## src/rtl/mlp_layer_sequencer_if.sv

```systemverilog
`default_nettype none
// ============================================================================
// Module   : mlp_layer_sequencer_if
// Brief    : Result stream (valid/ready) carrying one INT8 neuron output.
// Revision : 1.0 - initial release
// ============================================================================
interface mlp_layer_sequencer_if #(
    parameter int IDX_W = 4
) ();
    logic             res_valid;
    logic             res_ready;
    logic [7:0]       res_data;
    logic [IDX_W-1:0] res_idx;
    logic             res_last;

    modport master (
        output res_valid,
        output res_data,
        output res_idx,
        output res_last,
        input  res_ready
    );

    modport slave (
        input  res_valid,
        input  res_data,
        input  res_idx,
        input  res_last,
        output res_ready
    );
endinterface
`default_nettype wire

```

## src/rtl/mlp_layer_sequencer.sv

```systemverilog
`default_nettype none
// ============================================================================
// Module   : mlp_layer_sequencer
// Brief    : Sequences one dense layer of 8-input INT8 neurons through a single
//            MAC + activation datapath. Optional watchdog: MLP_SEQ_WDOG_EN.
// Revision : 1.0 - initial release
// ============================================================================
module mlp_layer_sequencer #(
    parameter int NUM_NEURONS = 16,
    parameter int IDX_W       = $clog2(NUM_NEURONS),
    parameter int WDOG_CYC    = 31
) (
    input  wire                    clk,
    input  wire                    rst,
    input  wire                    start,
    input  wire [1:0]              act_type,
    input  wire [63:0]             x_vec,
    output logic                   busy,
    output logic                   done,
    output logic                   error,
    output logic                   wt_rd_en,
    output logic [IDX_W-1:0]       wt_addr,
    input  wire [63:0]             wt_row,
    input  wire [7:0]              wt_bias,
    output logic [63:0]            dp_data,
    output logic [63:0]            dp_weight,
    output logic [7:0]             dp_bias,
    output logic                   dp_mac_clear,
    output logic                   dp_mac_enable,
    output logic                   dp_act_enable,
    output logic [1:0]             dp_act_type,
    input  wire                    dp_mac_valid,
    input  wire                    dp_result_valid,
    input  wire [7:0]              dp_result,
    mlp_layer_sequencer_if.master  res
);

    typedef enum logic [3:0] {
        S_IDLE     = 4'd0,
        S_FETCH    = 4'd1,
        S_LOAD     = 4'd2,
        S_CLEAR    = 4'd3,
        S_MAC      = 4'd4,
        S_WAIT_MAC = 4'd5,
        S_SETTLE   = 4'd6,
        S_ACT      = 4'd7,
        S_WAIT_ACT = 4'd8,
        S_EMIT     = 4'd9,
        S_DONE     = 4'd10
    } state_t;

    localparam logic [IDX_W-1:0] c_LAST_IDX = IDX_W'(NUM_NEURONS - 1);

    state_t           r_state;
    logic [IDX_W-1:0] r_idx;
    logic             r_settle;
    logic             r_busy;
    logic             r_done;
    logic             r_wt_rd_en;
    logic [IDX_W-1:0] r_wt_addr;
    logic [63:0]      r_dp_data;
    logic [63:0]      r_dp_weight;
    logic [7:0]       r_dp_bias;
    logic [1:0]       r_dp_act_type;
    logic             r_mac_clear;
    logic             r_mac_enable;
    logic             r_act_enable;
    logic             r_res_valid;
    logic [7:0]       r_res_data;
    logic [IDX_W-1:0] r_res_idx;
    logic             r_res_last;

`ifdef MLP_SEQ_WDOG_EN
    localparam int                  c_WDOG_W    = $clog2(WDOG_CYC + 1);
    localparam logic [c_WDOG_W-1:0] c_WDOG_LAST = c_WDOG_W'(WDOG_CYC - 1);
    logic [c_WDOG_W-1:0] r_wdog;
    logic                r_error;
`endif

    // Every output is a register updated on the transition into the state
    // that owns it, so pulses are exactly one cycle and glitch-free.
    always_ff @(posedge clk) begin
        if (rst) begin
            r_state       <= S_IDLE;
            r_idx         <= '0;
            r_settle      <= 1'b0;
            r_busy        <= 1'b0;
            r_done        <= 1'b0;
            r_wt_rd_en    <= 1'b0;
            r_wt_addr     <= '0;
            r_dp_data     <= '0;
            r_dp_weight   <= '0;
            r_dp_bias     <= '0;
            r_dp_act_type <= '0;
            r_mac_clear   <= 1'b0;
            r_mac_enable  <= 1'b0;
            r_act_enable  <= 1'b0;
            r_res_valid   <= 1'b0;
            r_res_data    <= '0;
            r_res_idx     <= '0;
            r_res_last    <= 1'b0;
`ifdef MLP_SEQ_WDOG_EN
            r_wdog        <= '0;
            r_error       <= 1'b0;
`endif
        end else begin
            r_done       <= 1'b0;
            r_wt_rd_en   <= 1'b0;
            r_mac_clear  <= 1'b0;
            r_mac_enable <= 1'b0;
            r_act_enable <= 1'b0;
            case (r_state)
                S_IDLE: begin
                    if (start) begin
                        r_dp_data     <= x_vec;
                        r_dp_act_type <= act_type;
                        r_idx         <= '0;
                        r_wt_addr     <= '0;
                        r_wt_rd_en    <= 1'b1;
                        r_busy        <= 1'b1;
                        r_state       <= S_FETCH;
                    end
                end
                S_FETCH: r_state <= S_LOAD;
                S_LOAD: begin
                    r_dp_weight <= wt_row;
                    r_dp_bias   <= wt_bias;
                    r_mac_clear <= 1'b1;
                    r_state     <= S_CLEAR;
                end
                S_CLEAR: begin
                    r_mac_enable <= 1'b1;
                    r_state      <= S_MAC;
                end
                S_MAC: begin
`ifdef MLP_SEQ_WDOG_EN
                    r_wdog  <= '0;
`endif
                    r_state <= S_WAIT_MAC;
                end
                S_WAIT_MAC: begin
                    if (dp_mac_valid) begin
                        r_settle <= 1'b0;
                        r_state  <= S_SETTLE;
                    end
`ifdef MLP_SEQ_WDOG_EN
                    else if (r_wdog == c_WDOG_LAST) begin
                        r_error <= 1'b1;
                        r_done  <= 1'b1;
                        r_state <= S_DONE;
                    end else begin
                        r_wdog <= r_wdog + 1'b1;
                    end
`endif
                end
                S_SETTLE: begin
                    if (r_settle) begin
                        r_act_enable <= 1'b1;
                        r_state      <= S_ACT;
                    end else begin
                        r_settle <= 1'b1;
                    end
                end
                S_ACT: begin
`ifdef MLP_SEQ_WDOG_EN
                    r_wdog  <= '0;
`endif
                    r_state <= S_WAIT_ACT;
                end
                S_WAIT_ACT: begin
                    if (dp_result_valid) begin
                        r_res_data  <= dp_result;
                        r_res_idx   <= r_idx;
                        r_res_last  <= (r_idx == c_LAST_IDX);
                        r_res_valid <= 1'b1;
                        r_state     <= S_EMIT;
                    end
`ifdef MLP_SEQ_WDOG_EN
                    else if (r_wdog == c_WDOG_LAST) begin
                        r_error <= 1'b1;
                        r_done  <= 1'b1;
                        r_state <= S_DONE;
                    end else begin
                        r_wdog <= r_wdog + 1'b1;
                    end
`endif
                end
                S_EMIT: begin
                    if (res.res_ready) begin
                        r_res_valid <= 1'b0;
                        r_res_last  <= 1'b0;
                        // Terminal compare comes before the increment so idx never wraps.
                        if (r_idx == c_LAST_IDX) begin
                            r_done  <= 1'b1;
                            r_state <= S_DONE;
                        end else begin
                            r_idx      <= r_idx + 1'b1;
                            r_wt_addr  <= r_idx + 1'b1;
                            r_wt_rd_en <= 1'b1;
                            r_state    <= S_FETCH;
                        end
                    end
                end
                S_DONE: begin
                    r_busy  <= 1'b0;
                    r_state <= S_IDLE;
                end
                default: r_state <= S_IDLE;
            endcase
        end
    end

`ifdef MLP_SEQ_WDOG_EN
    assign error = r_error;
`else
    // Watchdog absent: error is a constant 0.
    localparam logic c_NO_WDOG_ERR = 1'b0 && (WDOG_CYC > 0);
    assign error = c_NO_WDOG_ERR;
`endif

    assign busy          = r_busy;
    assign done          = r_done;
    assign wt_rd_en      = r_wt_rd_en;
    assign wt_addr       = r_wt_addr;
    assign dp_data       = r_dp_data;
    assign dp_weight     = r_dp_weight;
    assign dp_bias       = r_dp_bias;
    assign dp_act_type   = r_dp_act_type;
    assign dp_mac_clear  = r_mac_clear;
    assign dp_mac_enable = r_mac_enable;
    assign dp_act_enable = r_act_enable;
    assign res.res_valid = r_res_valid;
    assign res.res_data  = r_res_data;
    assign res.res_idx   = r_res_idx;
    assign res.res_last  = r_res_last;

endmodule
`default_nettype wire

```

## src/flat_wrapper.sv

```systemverilog
// flat-port wrapper written by rule: the top's interface ports become plain ports
module mlp_layer_sequencer_flat 
#(
    parameter int NUM_NEURONS = 16,
    parameter int IDX_W       = $clog2(NUM_NEURONS),
    parameter int WDOG_CYC    = 31
)
  (clk, rst, start, act_type, x_vec, busy, done, error, wt_rd_en, wt_addr, wt_row, wt_bias, dp_data, dp_weight, dp_bias, dp_mac_clear, dp_mac_enable, dp_act_enable, dp_act_type, dp_mac_valid, dp_result_valid, dp_result, res_res_valid, res_res_data, res_res_idx, res_res_last, res_res_ready);
  mlp_layer_sequencer_if #(.IDX_W(IDX_W)) res_i ();
  input  wire clk;
  input  wire rst;
  input  wire start;
  input  wire [1:0] act_type;
  input  wire [63:0] x_vec;
  output logic busy;
  output logic done;
  output logic error;
  output logic wt_rd_en;
  output logic [IDX_W-1:0] wt_addr;
  input  wire [63:0] wt_row;
  input  wire [7:0] wt_bias;
  output logic [63:0] dp_data;
  output logic [63:0] dp_weight;
  output logic [7:0] dp_bias;
  output logic dp_mac_clear;
  output logic dp_mac_enable;
  output logic dp_act_enable;
  output logic [1:0] dp_act_type;
  input  wire dp_mac_valid;
  input  wire dp_result_valid;
  input  wire [7:0] dp_result;
  output wire logic [$bits(res_i.res_valid)-1:0] res_res_valid;
  output wire logic [$bits(res_i.res_data)-1:0] res_res_data;
  output wire logic [$bits(res_i.res_idx)-1:0] res_res_idx;
  output wire logic [$bits(res_i.res_last)-1:0] res_res_last;
  input wire logic [$bits(res_i.res_ready)-1:0] res_res_ready;
  assign res_res_valid = res_i.res_valid;
  assign res_res_data = res_i.res_data;
  assign res_res_idx = res_i.res_idx;
  assign res_res_last = res_i.res_last;
  assign res_i.res_ready = res_res_ready;
  mlp_layer_sequencer #(.NUM_NEURONS(NUM_NEURONS), .IDX_W(IDX_W), .WDOG_CYC(WDOG_CYC)) u_core (.clk(clk), .rst(rst), .start(start), .act_type(act_type), .x_vec(x_vec), .busy(busy), .done(done), .error(error), .wt_rd_en(wt_rd_en), .wt_addr(wt_addr), .wt_row(wt_row), .wt_bias(wt_bias), .dp_data(dp_data), .dp_weight(dp_weight), .dp_bias(dp_bias), .dp_mac_clear(dp_mac_clear), .dp_mac_enable(dp_mac_enable), .dp_act_enable(dp_act_enable), .dp_act_type(dp_act_type), .dp_mac_valid(dp_mac_valid), .dp_result_valid(dp_result_valid), .dp_result(dp_result), .res(res_i));
endmodule
```

## config.mk

```make
export PLATFORM = sky130hd
export DESIGN_NAME = mlp_layer_sequencer_flat
export DESIGN_NICKNAME = d
export VERILOG_FILES = /design/src/rtl/mlp_layer_sequencer_if.sv /design/src/rtl/mlp_layer_sequencer.sv /design/src/flat_wrapper.sv
export SDC_FILE = /design/constraint.sdc
export NUM_CORES = 1
export LEC_CHECK = 0
export ABC_AREA = 0
export BUFFER_PORTS_ARGS = -buffer_cell sky130_fd_sc_hd__buf_2
export CORE_AREA = 2 2 122 124
export DETAILED_ROUTE_END_ITERATION = 10
export DIE_AREA = 0 0 124 126
export GPL_ROUTABILITY_DRIVEN = 0
export PLACE_DENSITY = 0.75
export SYNTH_ARGS = -nofsm -noshare
export SYNTH_HDL_FRONTEND = slang
export SYNTH_SLANG_ARGS = --single-unit
export TNS_END_PERCENT = 100
```

## constraint.sdc

```tcl
create_clock -name clk -period 2.6 [get_ports clk]
set_clock_uncertainty 0.05 [all_clocks]
set_input_delay 0.26 -clock clk [delete_from_list [all_inputs] [get_ports clk]]
set_output_delay 0.26 -clock clk [all_outputs]
set_load 0.05 [all_outputs]
```

Word level (Yosys, flattened, before mapping)

Cells that the tools add are included.

Flip-flop bits (word level): 167
Input port bits: 152
Output and inout port bits: 163
Logic and storage cells: 80

Add/subtract/negate cells: 1
Equality and inequality tests: 17
Mux-type cells: 28
Bitwise operators: 3
Reductions and logical operators: 14

Operators with widths:

| kind                                                 | number |
|---|---|
| one-hot mux 4 bit (10 select lines)                  | 1 |
| 2-to-1 mux 4 bit                                     | 9 |
| equality test 4 x 3 -> 1 bit (second input constant) | 4 |
| equality test 4 bit (second input constant)          | 4 |
| 2-to-1 mux 1 bit                                     | 12 |
| != test 2 bit (second input constant)                | 5 |
| one-hot mux 1 bit (2 select lines)                   | 5 |
| equality test 4 x 2 -> 1 bit (second input constant) | 2 |
| one-hot mux 4 bit (2 select lines)                   | 1 |
| AND reduction 2 bit                                  | 4 |
| nonzero test 2 bit                                   | 4 |
| AND reduction 5 bit                                  | 1 |
| adder 4 x 1 -> 4 bit (second input constant)         | 1 |
| equality test 4 x 1 -> 1 bit (second input constant) | 1 |
| logical NOT 4 bit                                    | 1 |
| AND reduction 4 bit                                  | 1 |
| NOT 1 bit                                            | 3 |
| AND reduction 3 bit                                  | 1 |
| OR reduction 3 bit                                   | 1 |
| != test 2 x 1 -> 1 bit (second input constant)       | 1 |
| OR reduction 2 bit                                   | 1 |

Depth between registers and ports, before layout

Gate-level depths: netlist of run 1.

Word-level depth: 4
Depth in mapped cells: 7

Worst setup path after synthesis of run 1

No wires, ideal clock.

Path kind: reg-to-reg
Start point: reg, netlist name u_core.wt_addr[0]
End point: reg u_core.r_wt_addr[3] (netlist: u_core.wt_addr[3])
Arrival: 1.796 ns
Path slack: 0.675 ns
Stages on the path, launching flop included: 6
Clock period less this slack: 1.925 ns
Cell sequence: dfxtp_1 > ha_1 > nand3_1 > a22oi_1 > o21ai_0 > a211oi_2

RTL lines:

| what                   | RTL line                   | RTL |
|---|---|---|
| end signal: assignment | mlp_layer_sequencer.sv:198 | `r_wt_addr <= r_idx + 1'b1;` |
| end: declaration       | mlp_layer_sequencer.sv:60  | `logic [IDX_W-1:0] r_wt_addr;` |

Final worst setup path of run 1

Start point: reg u_core.r_state[0]
End point: reg u_core.r_dp_data[28] (netlist: u_core.dp_data[28])

Word-level cells in the longest chain between the ends: 2

RTL lines:

| what                                 | RTL line                   | RTL |
|---|---|---|
| start: declaration                   | mlp_layer_sequencer.sv:54  | `state_t r_state;` |
| start signal: assignment             | mlp_layer_sequencer.sv:84  | `r_state <= S_IDLE;` |
| start signal: assignment             | mlp_layer_sequencer.sv:121 | `r_state <= S_FETCH;` |
| start signal: assignment             | mlp_layer_sequencer.sv:124 | `S_FETCH: r_state <= S_LOAD;` |
| logical NOT 4 bit                    | mlp_layer_sequencer.sv:112 | `case (r_state)` |
| AND reduction 2 bit (no source line) | -                          |  |
| end signal: assignment               | mlp_layer_sequencer.sv:115 | `r_dp_data <= x_vec;` |
| end: declaration                     | mlp_layer_sequencer.sv:61  | `logic [63:0] r_dp_data;` |

Every way passes these cells.
A chain may end at the register's enable or synchronous reset.

==> results of run 1 <==
==> stage by stage <==
step	utilization, %	power [mW]	hold slack, ps	cells	worst slack (ps)
global placement	53.7	6.86	389	1207	699
CTS	57.8	9.42	1.79	1239	537
finish	57.8	9.33	20.4	1239	535
floorplan	-	6.02	346	756	675
global route	57.8	9.85	4.67	1239	379
detailed placement	53.7	6.91	393	1207	562
==> state kept, by name, indices dropped and copies added, names as in the netlist, 2 cells and up <==
signal and flops:
u_core.dp_data 64, u_core.dp_weight 64, u_core.dp_bias 8, u_core.res.res_data 8, u_core.r_state 4, u_core.res.res_idx 4
u_core.wt_addr 4, u_core.dp_act_type 2
==> power groups by stage <==
stage                     Sequential (mW)  Combinational (mW)  Clock (mW)
after floorplan                      4.76                1.26           0
after global placement               3.31                3.55           0
after detailed placement             3.33                3.58           0
after CTS                            3.27                3.59        2.56
after global routing                 3.34                3.83        2.68
final                                3.28                3.55        2.50
==> cell families (layout without fill, tap and decap cells) <==
group	after synthesis	after routing	share of synthesized area [%]
other	1	1	0.0624
buffers and inverters	60	359	4.81
xor gates and xnor gates	1	1	0.146
adders and majority gates	1	1	0.208
DFF	167	167	55.6
AOI/OAI and AO/OA	179	179	15.8
and+or+nand+nor	347	347	23.3
==> cell usage in the layout (no fill, tap or decap), types with 3 or more instances in the layout <==
cell,count
nor3_1,5
o21ai_0,11
a21oi_1,154
nand3_1,3
nor2b_1,3
nand2_1,304
buf_12,5
buf_4,6
a211oi_1,5
inv_1,4
nand4_1,3
buf_2,312
clkinvlp_4,4
nor2_1,6
dfxtp_1,167
inv_6,3
clkbuf_16,17
or3_1,3
==> routing by layer <==
layer  global-route usage, %  share of wire (%)  up-vias
li1                        -                  -     3038
met1                    24.1                 39     2651
met2                    35.0                 49      245
met3                    8.02                 10       29
met4                    8.72                2.1        0
met5                       0                  0        -
==> worst max-delay path: cells and delay by family (launching register included) <==
family,cells,cell delay (ps)
buffers and inverters,1,260
and+or+nand+nor,3,1040
DFF,1,470
AOI/OAI and AO/OA,1,140
==> cell type report <==
cell class                 instances  area (µm²)
fill                            1371        6040
sequential                       167        3340
multi-input combinational        529        2380
timing repair buffer             323        1710
clock buffer                      19         443
tap                              184         230
clock inverter                    13         146
inverter                           4        15.0
==> final timing paths <==
path	start	end	cells after the start
min reg2reg	u_core.dp_weight[7]	u_core.dp_weight[7]	2
max reg2reg	u_core.r_state[0]	u_core.dp_data[28]	5
min	x_vec[12]	u_core.dp_data[12]	3
max	u_core.r_state[0]	u_core.dp_data[28]	5
==> run_results.csv, run 1 <==
group,metric,value,unit
critical_path,regToRegSetupSlack,540,ps
sta,fin_setup_tns,0,ps
logic_synthesis,avgSynthCellArea,7.95,µm²
logic_synthesis,synth-main-ff-cell,"dfxtp_1",
logic_synthesis,yosysWarnings,0,
critical_path,end_kind,"register",
clock_network,cts_tree,"built",
floorplan,row_count,44,
critical_path,cpPeakStageDelay,500,ps
clock_network,ctsHoldBuffers,0,
logic_synthesis,synth.yosys.seq_area_share,55.6,%
clock_network,cts_resized,0,
logic_synthesis,synth.largest_area_cell,"dfxtp_1",
cells_and_area,fin_area,8270,µm²
global_route,first_global_vias,5385,
critical_path,critical_path_class,"register to register",
clock_network,cts.path.max_buffers,2,
route,drc,0,
pwr,cellLeakagePower,3.79,nW
cells_and_area,fin_nets,1195,
logic_synthesis,synth_area_leaders,"dfxtp_1, nand2_1, a21oi_1",
global_route,grtUsageTotal,21.1,%
global_route,antenna_found_initial,0,
sta,hold_viol_final,0,
pwr,p_int,5.33,mW
cells_and_area,num_antenna_cells,0,
cells_and_area,area_delta_synth_final,37.6,%
clock_network,cts_buffers,17,
global_route,grt_max_degree,93,
pwr,peakVddDrop,0.533,mV
sta,grt_setup_unrepaired,"no",
flow_run,maxCapViolCount,0,
pwr,switchingPower,4.00,mW
pwr,power.share.clock,26.8,%
pwr,power_density,1130,nW/µm²
clock_network,numClockSinks,167,
logic_synthesis,yosysUniqueCellTypes,41,
floorplan,start_util,42.0,%
sta,relSlewSlack,50.9,%
clock_network,clkLatencyLatePin,420,ps
sta,finalSetupViolCount,0,
route,drtIter0Drc,331,
floorplan,die_w,124,µm
route,wire_per_inst,13.7,µm
critical_path,start_kind,"register",
route,drtPass1Iterations,7,
sta,drv_slew,0,
critical_path,crit_slowest_cell,"and2_2",
clock_network,clkSlewWorstSetupHoldPaths,60,ps
logic_synthesis,syn_inst,756,
placed_design,placed_area,7680,µm²
floorplan,fp.coreArea,14300,µm²
route,vias_per_cell,4.81,
clock_network,cts_setup_buffers,0,
critical_path,cp.arrival,2360,ps
logic_synthesis,synth_common_cells,"nand2_1, dfxtp_1, a21oi_1, clkbuf_1, buf_2",
critical_path,crit_required,2890,ps
sta,max_freq,484,MHz
logic_synthesis,netlist_area,6010,µm²
sta,fin_crit,2060,ps
route,vias,5963,
cells_and_area,drive_above_1_share,34.6,%
clock_network,htree_levels,4,
pwr,pwr-share-seq,35.1,%
pwr,swShare,42.8,%
placed_design,io_buffers,313,
floorplan,die-area,15600,µm²
floorplan,fp.dieH,126,µm
pwr,p_comb_share,38.1,%
critical_path,worstPathMaxFanout,41,
global_route,grt_pass1_wl,25800,µm
placed_design,hpwl,12100,µm
sta,tightest_slew,737,ps
run_status,status,"completed",
logic_synthesis,synth_edf_count,0,
logic_synthesis,async_reset_ff_share,0,%
sta,fin_crit_sh,79.4,%
route,ant_nets,0,
clock_network,clockRootBuffer,"clkbuf_16",
logic_synthesis,yosysMostFrequentCell,"nand2_1",
floorplan,io_pins,315,
route,wirelength,17000,µm
logic_synthesis,yosysTopAreaCellShare,55.6,%
logic_synthesis,ys_seq_elements,167,
critical_path,crit_path_cell_trace,"nor4_1, and2_2, buf_12, nand2_1, a21oi_1",
logic_synthesis,synth_nets,909,
global_route,overflow,0,
hold_path,hp-class,"input port to register",
Note: power is estimated with default switching activity, not from simulation.
==> run 2: changes to the inputs <==
--- a/config.mk
+++ b/config.mk
@@ -7,11 +7,11 @@
 export LEC_CHECK = 0
 export ABC_AREA = 0
 export BUFFER_PORTS_ARGS = -buffer_cell sky130_fd_sc_hd__buf_2
-export CORE_AREA = 2 2 122 124
+export CORE_MARGIN = 1.5
+export CORE_UTILIZATION = 41
 export DETAILED_ROUTE_END_ITERATION = 10
-export DIE_AREA = 0 0 124 126
 export GPL_ROUTABILITY_DRIVEN = 0
-export PLACE_DENSITY = 0.75
+export PLACE_DENSITY = 0.77
 export SYNTH_ARGS = -nofsm -noshare
 export SYNTH_HDL_FRONTEND = slang
 export SYNTH_SLANG_ARGS = --single-unit
==> constraint.sdc (replaced) <==
create_clock -name clk -period 1.7 [get_ports clk]
set_clock_uncertainty 0.05 [all_clocks]
set_input_delay 0.17 -clock clk [delete_from_list [all_inputs] [get_ports clk]]
set_output_delay 0.17 -clock clk [all_outputs]
set_load 0.05 [all_outputs]
==> run 2 against run 1 <==
  * Critical path type unchanged
  * Global-route usage increased by 5.9 points
  * First-iteration DRC count increased by 22%
  * Critical path depth unchanged
  * Count of clock-buffer cells in the layout unchanged
  * Register-to-register slack got worse by 410 ps
  * Highest routed layer unchanged
  * Largest power group unchanged
  * Non-clock buffer count increased by 161
  * Final area increased by 20%
==> run_results.csv, run 2 (synthesized netlist as in run 1, its figures left out) <==
group,metric,value,unit
placed_design,io_buffers,313,
floorplan,start_util,41.7,%
sta,max_freq,634,MHz
global_route,grt_max_degree,56,
floorplan,row_count,44,
cells_and_area,num_antenna_cells,0,
pwr,power_density,1510,nW/µm²
critical_path,cp.arrival,1850,ps
global_route,grtUsageTotal,27.0,%
cells_and_area,drive_above_1_share,32.2,%
clock_network,numClockSinks,167,
cells_and_area,area_delta_synth_final,64.9,%
clock_network,clkLatencyLatePin,410,ps
sta,fin_ws,124,ps
pwr,peakVddDrop,1.03,mV
route,drc,0,
pwr,cellLeakagePower,4.49,nW
placed_design,placed_cells,1222,
floorplan,fp.dieH,124,µm
sta,fin_crit,1580,ps
critical_path,critical_path_class,"register to register",
critical_path,r2r-start,"u_core.r_state[3]",
clock_network,clockRootBuffer,"clkbuf_16",
critical_path,ff2ff_path_depth,5,
pwr,p_comb_share,41.7,%
floorplan,io_pins,315,
floorplan,die_w,124,µm
critical_path,end_kind,"register",
placed_design,hpwl,12400,µm
run_status,status,"completed",
route,drtIter0Drc,404,
critical_path,reg2reg_to,"u_core.dp_data[45]",
hold_path,hold_start,"rst",
clock_network,cts_buffers,17,
route,ant_nets,0,
cells_and_area,fin_cells,1400,
critical_path,crit_required,1970,ps
critical_path,worstPathMaxFanout,30,
clock_network,clkSlewWorstSetupHoldPaths,60,ps
route,wire_per_inst,15.7,µm
global_route,first_global_vias,6717,
pwr,p_int,8.48,mW
route,drtPass1Iterations,4,
cells_and_area,layout_common_cells,"buf_2, nand2_1, dfxtp_1",
hold_path,whs_path_depth,2,
sta,grt_setup_unrepaired,"no",
flow_run,maxCapViolCount,0,
clock_network,htree_levels,4,
cells_and_area,layout_commonest_cell,"buf_2",
sta,fin_setup_tns,0,ps
global_route,grt_pass1_wl,32300,µm
global_route,antenna_found_initial,0,
sta,drv_slew,0,
cells_and_area,fin_nets,1356,
pwr,pwr-share-seq,33.5,%
clock_network,cts_tree,"built",
global_route,overflow,0,
critical_path,start_kind,"register",
placed_design,pre_cts_ws,37.6,ps
pwr,switchingPower,6.48,mW
critical_path,regToRegSetupSlack,120,ps
sta,hold_viol_final,0,
hold_path,hp-class,"input port to register",
pwr,power.total,15.0,mW
floorplan,fp.coreArea,14400,µm²
route,wirelength,22000,µm
sta,fin_crit_sh,92.7,%
route,vias_per_cell,4.99,
sta,finalSetupViolCount,0,
pwr,swShare,43.3,%
pwr,power.share.clock,24.8,%
floorplan,die-area,15400,µm²
clock_network,cts.path.max_buffers,2,
route,vias,6989,
hold_path,min_to,"u_core.r_state[1]",
run 2: changes by cell type in the layout (fill, tap and decap cells not counted), moves of 2 or more:
cell,before,now
buf_4,6,17
dfxtp_1,167,159
dfxtp_2,0,8
inv_6,3,5
buf_12,5,9
dlygate4sd3_1,0,146
run 2: worst max-delay path by stage:
stage                                 start                    end  slack (ps)  depth (start not counted)
after floorplan           u_core.wt_addr[0]      u_core.wt_addr[3]          10                          5
after detailed placement  u_core.r_state[3]      u_core.wt_addr[3]          40                          4
after CTS                 u_core.r_state[3]      u_core.wt_addr[3]          20                          4
after global placement    u_core.r_state[3]  u_core.res.res_idx[1]          40                          5
final                     u_core.r_state[3]     u_core.dp_data[45]         120                          5
after global routing      u_core.r_state[3]     u_core.dp_data[45]          20                          5
run 2: critical path: stages (launching register included):
cell     delay, ps
dfxtp_2        370
nor4_4         310
and2_4         230
buf_12         180
nand2_1        110
a21oi_1        200
run 2: timing repair:
action / 4_1_cts / 5_1_grt
resized for setup: 0 / 11
endpoints found under the hold margin: 146 / 0
buffers inserted: 0 / 0
hold buffers: 146 / 0
setup endpoints to repair: 0 / 84
run 2: power groups by stage:
stage | logic [mW] | clock network (mW) | registers, mW
6_report | 6.23 | 3.72 | 5.01
4_1_cts | 6.09 | 3.77 | 4.96
3_5_place_dp | 5.81 | 0 | 5.04
5_1_grt | 6.64 | 3.95 | 5.10
3_3_place_gp | 5.75 | 0 | 5.00
2_1_floorplan | 1.93 | 0 | 7.28
run 2: cell type report:
class                   count  area (µm²)
flip-flops and latches    167        3350
fillers                  1025        4510
inverters                   4        15.0
multi-input cells         529        2420
clock buffers              19         443
well taps                 184         230
repair buffers            484        3330
clock inverters            13         120
run 2: per-layer routing:
layer,global-route usage [%],up-vias,share of wire [%]
li1,-,3360,-
met2,45.7,348,49
met3,7.92,78,8.3
met5,0,-,0
met1,30.1,3203,39
met4,15.8,0,4.3
run 2: metrics by stage:
step / cell area (µm²) / hold slack, ps / util, %
after floorplan: 6010 / 256 / -
after global placement: 7850 / 360 / 54.4
after detailed placement: 7850 / 365 / 54.4
after CTS: 9870 / 40.6 / 68.4
after global routing: 9910 / 58.1 / 68.7
final: 9910 / 54.9 / 68.7
==> run 3: changes to the inputs <==
--- a/config.mk
+++ b/config.mk
@@ -11,6 +11,7 @@
 export CORE_UTILIZATION = 41
 export DETAILED_ROUTE_END_ITERATION = 10
 export GPL_ROUTABILITY_DRIVEN = 0
+export MAX_ROUTING_LAYER = met4
 export PLACE_DENSITY = 0.77
 export SYNTH_ARGS = -nofsm -noshare
 export SYNTH_HDL_FRONTEND = slang
==> run 3 against run 2 <==
  * Non-clock buffer count did not move
  * Via count increased by 0.50%
  * Total power hardly changed
  * Clock power about the same
  * Critical path type unchanged
  * Routed wire length is essentially flat
==> run_results.csv, run 3 (synthesized netlist as in run 1, its figures left out) <==
group,metric,value,unit
sta,drv_slew,0,
floorplan,die-area,15400,µm²
placed_design,hpwl,12400,µm
floorplan,start_util,41.7,%
floorplan,row_count,44,
route,vias,7024,
floorplan,fp.dieH,124,µm
run_status,status,"completed",
route,drc,0,
critical_path,crit_required,1990,ps
floorplan,die_w,124,µm
critical_path,critical_path_class,"register to register",
route,drtIter0Drc,402,
critical_path,end_kind,"register",
hold_path,min_to,"u_core.r_state[1]",
critical_path,ff2ff_path_depth,5,
route,drtPass1Iterations,5,
pwr,cellLeakagePower,4.49,nW
global_route,first_global_vias,6735,
global_route,overflow,0,
placed_design,io_buffers,313,
critical_path,crit_path_cell_trace,"and2b_1, and2_2, buf_12, nand2_1, a21oi_1",
global_route,grtUsageTotal,27.8,%
critical_path,start_kind,"register",
critical_path,regToRegSetupSlack,110,ps
cells_and_area,drive_above_1_share,32.2,%
route,wire_per_inst,15.7,µm
route,ant_nets,0,
flow_run,maxCapViolCount,0,
critical_path,crit_slowest_cell,"dfxtp_1",
clock_network,cts.path.max_buffers,2,
pwr,power.total,15.0,mW
cells_and_area,layout_commonest_cell,"buf_2",
sta,max_freq,629,MHz
critical_path,cp.arrival,1880,ps
cells_and_area,layout_common_cells,"buf_2, nand2_1, dfxtp_1",
global_route,grt_pass1_wl,32300,µm
hold_path,hp-class,"input port to register",
sta,fin_setup_tns,0,ps
floorplan,fp.coreArea,14400,µm²
clock_network,clockRootBuffer,"clkbuf_16",
hold_path,whs_path_depth,2,
pwr,power_density,1510,nW/µm²
critical_path,r2r-start,"u_core.r_state[1]",
cells_and_area,num_antenna_cells,0,
global_route,antenna_found_initial,0,
cells_and_area,fin_nets,1356,
critical_path,cpPeakStageDelay,490,ps
clock_network,numClockSinks,167,
route,vias_per_cell,5.02,
sta,fin_crit,1590,ps
clock_network,clkSlewWorstSetupHoldPaths,70,ps
hold_path,hold_start,"rst",
clock_network,cts_buffers,17,
critical_path,reg2reg_to,"u_core.dp_bias[2]",
global_route,grt_max_degree,56,
sta,finalSetupViolCount,0,
clock_network,cts_tree,"built",
floorplan,io_pins,315,
sta,fin_crit_sh,93.5,%
pwr,peakVddDrop,1.03,mV
critical_path,worstPathMaxFanout,40,
clock_network,clkLatencyLatePin,410,ps
route,wirelength,22000,µm
sta,hold_viol_final,0,
cells_and_area,area_delta_synth_final,64.9,%
clock_network,cts_setup_buffers,0,
clock_network,htree_levels,4,
run 3: cell count changes in the layout (fill, tap and decap cells not counted):
cell,change
dfxtp_2,-1
dfxtp_1,+1
run 3: what timing repair did:
action / in CTS / in global routing
endpoints found under the setup margin: 0 / 83
resized for setup: 0 / 10
endpoints found under the hold margin: 146 / 0
hold buffers: 146 / 0
run 3: metrics by stage:
step | util [%] | std cells | area [µm²] | hold slack (ps) | setup WS [ps]
2_1_floorplan | - | 756 | 6010 | 256 | 10.8
3_3_place_gp | 54.4 | 1222 | 7850 | 360 | 40.5
3_5_place_dp | 54.4 | 1222 | 7850 | 365 | 37.6
4_1_cts | 68.4 | 1400 | 9870 | 40.6 | 16.7
5_1_grt | 68.7 | 1400 | 9910 | 59.6 | -6.96
6_report | 68.7 | 1400 | 9910 | 58.1 | 110
run 3: cell type report:
| class | instances | area [µm²] |
|---|---|---|
| clock buffer | 19 | 443 |
| clock inverter | 13 | 120 |
| fill | 1024 | 4510 |
| inverter | 4 | 15.0 |
| multi-input combinational | 529 | 2420 |
| sequential | 167 | 3350 |
| tap | 184 | 230 |
| timing repair buffer | 484 | 3330 |
run 3: how the worst max path moves through the flow:
stage                            startpoint  slack, ps  cells after the start                    end
after floorplan           u_core.wt_addr[0]         10                      5      u_core.wt_addr[3]
final                     u_core.r_state[1]        110                      5      u_core.dp_bias[2]
after global routing      u_core.r_state[1]         -7                      5      u_core.dp_bias[2]
after global placement    u_core.r_state[3]         40                      5  u_core.res.res_idx[1]
after CTS                 u_core.r_state[3]         20                      4      u_core.wt_addr[3]
after detailed placement  u_core.r_state[3]         40                      4      u_core.wt_addr[3]
run 3: metal layers:
metal  up-vias  wire length, µm  global-route usage, %
met3        87             1720                   7.14
met1      3215             8600                   30.9
met2       365            10700                   45.7
li1       3357                -                      -
met5         -                0                      -
met4         0              988                   14.8
run 3: worst max-delay path: cells and delay by family (launching register included):
kind	cells	cell delay (ps)
buffers and inverters	1	210
AO/OA/AOI/OAI	1	170
flip-flops	1	490
AND/OR/NAND/NOR	3	570
run 3: power by group:
| part | switching, mW | internal [mW] | leakage [nW] |
|---|---|---|---|
| clock | 1.65 | 2.07 | 0.271 |
| sequential | 0.406 | 4.61 | 1.36 |
| combinational | 4.44 | 1.80 | 2.86 |
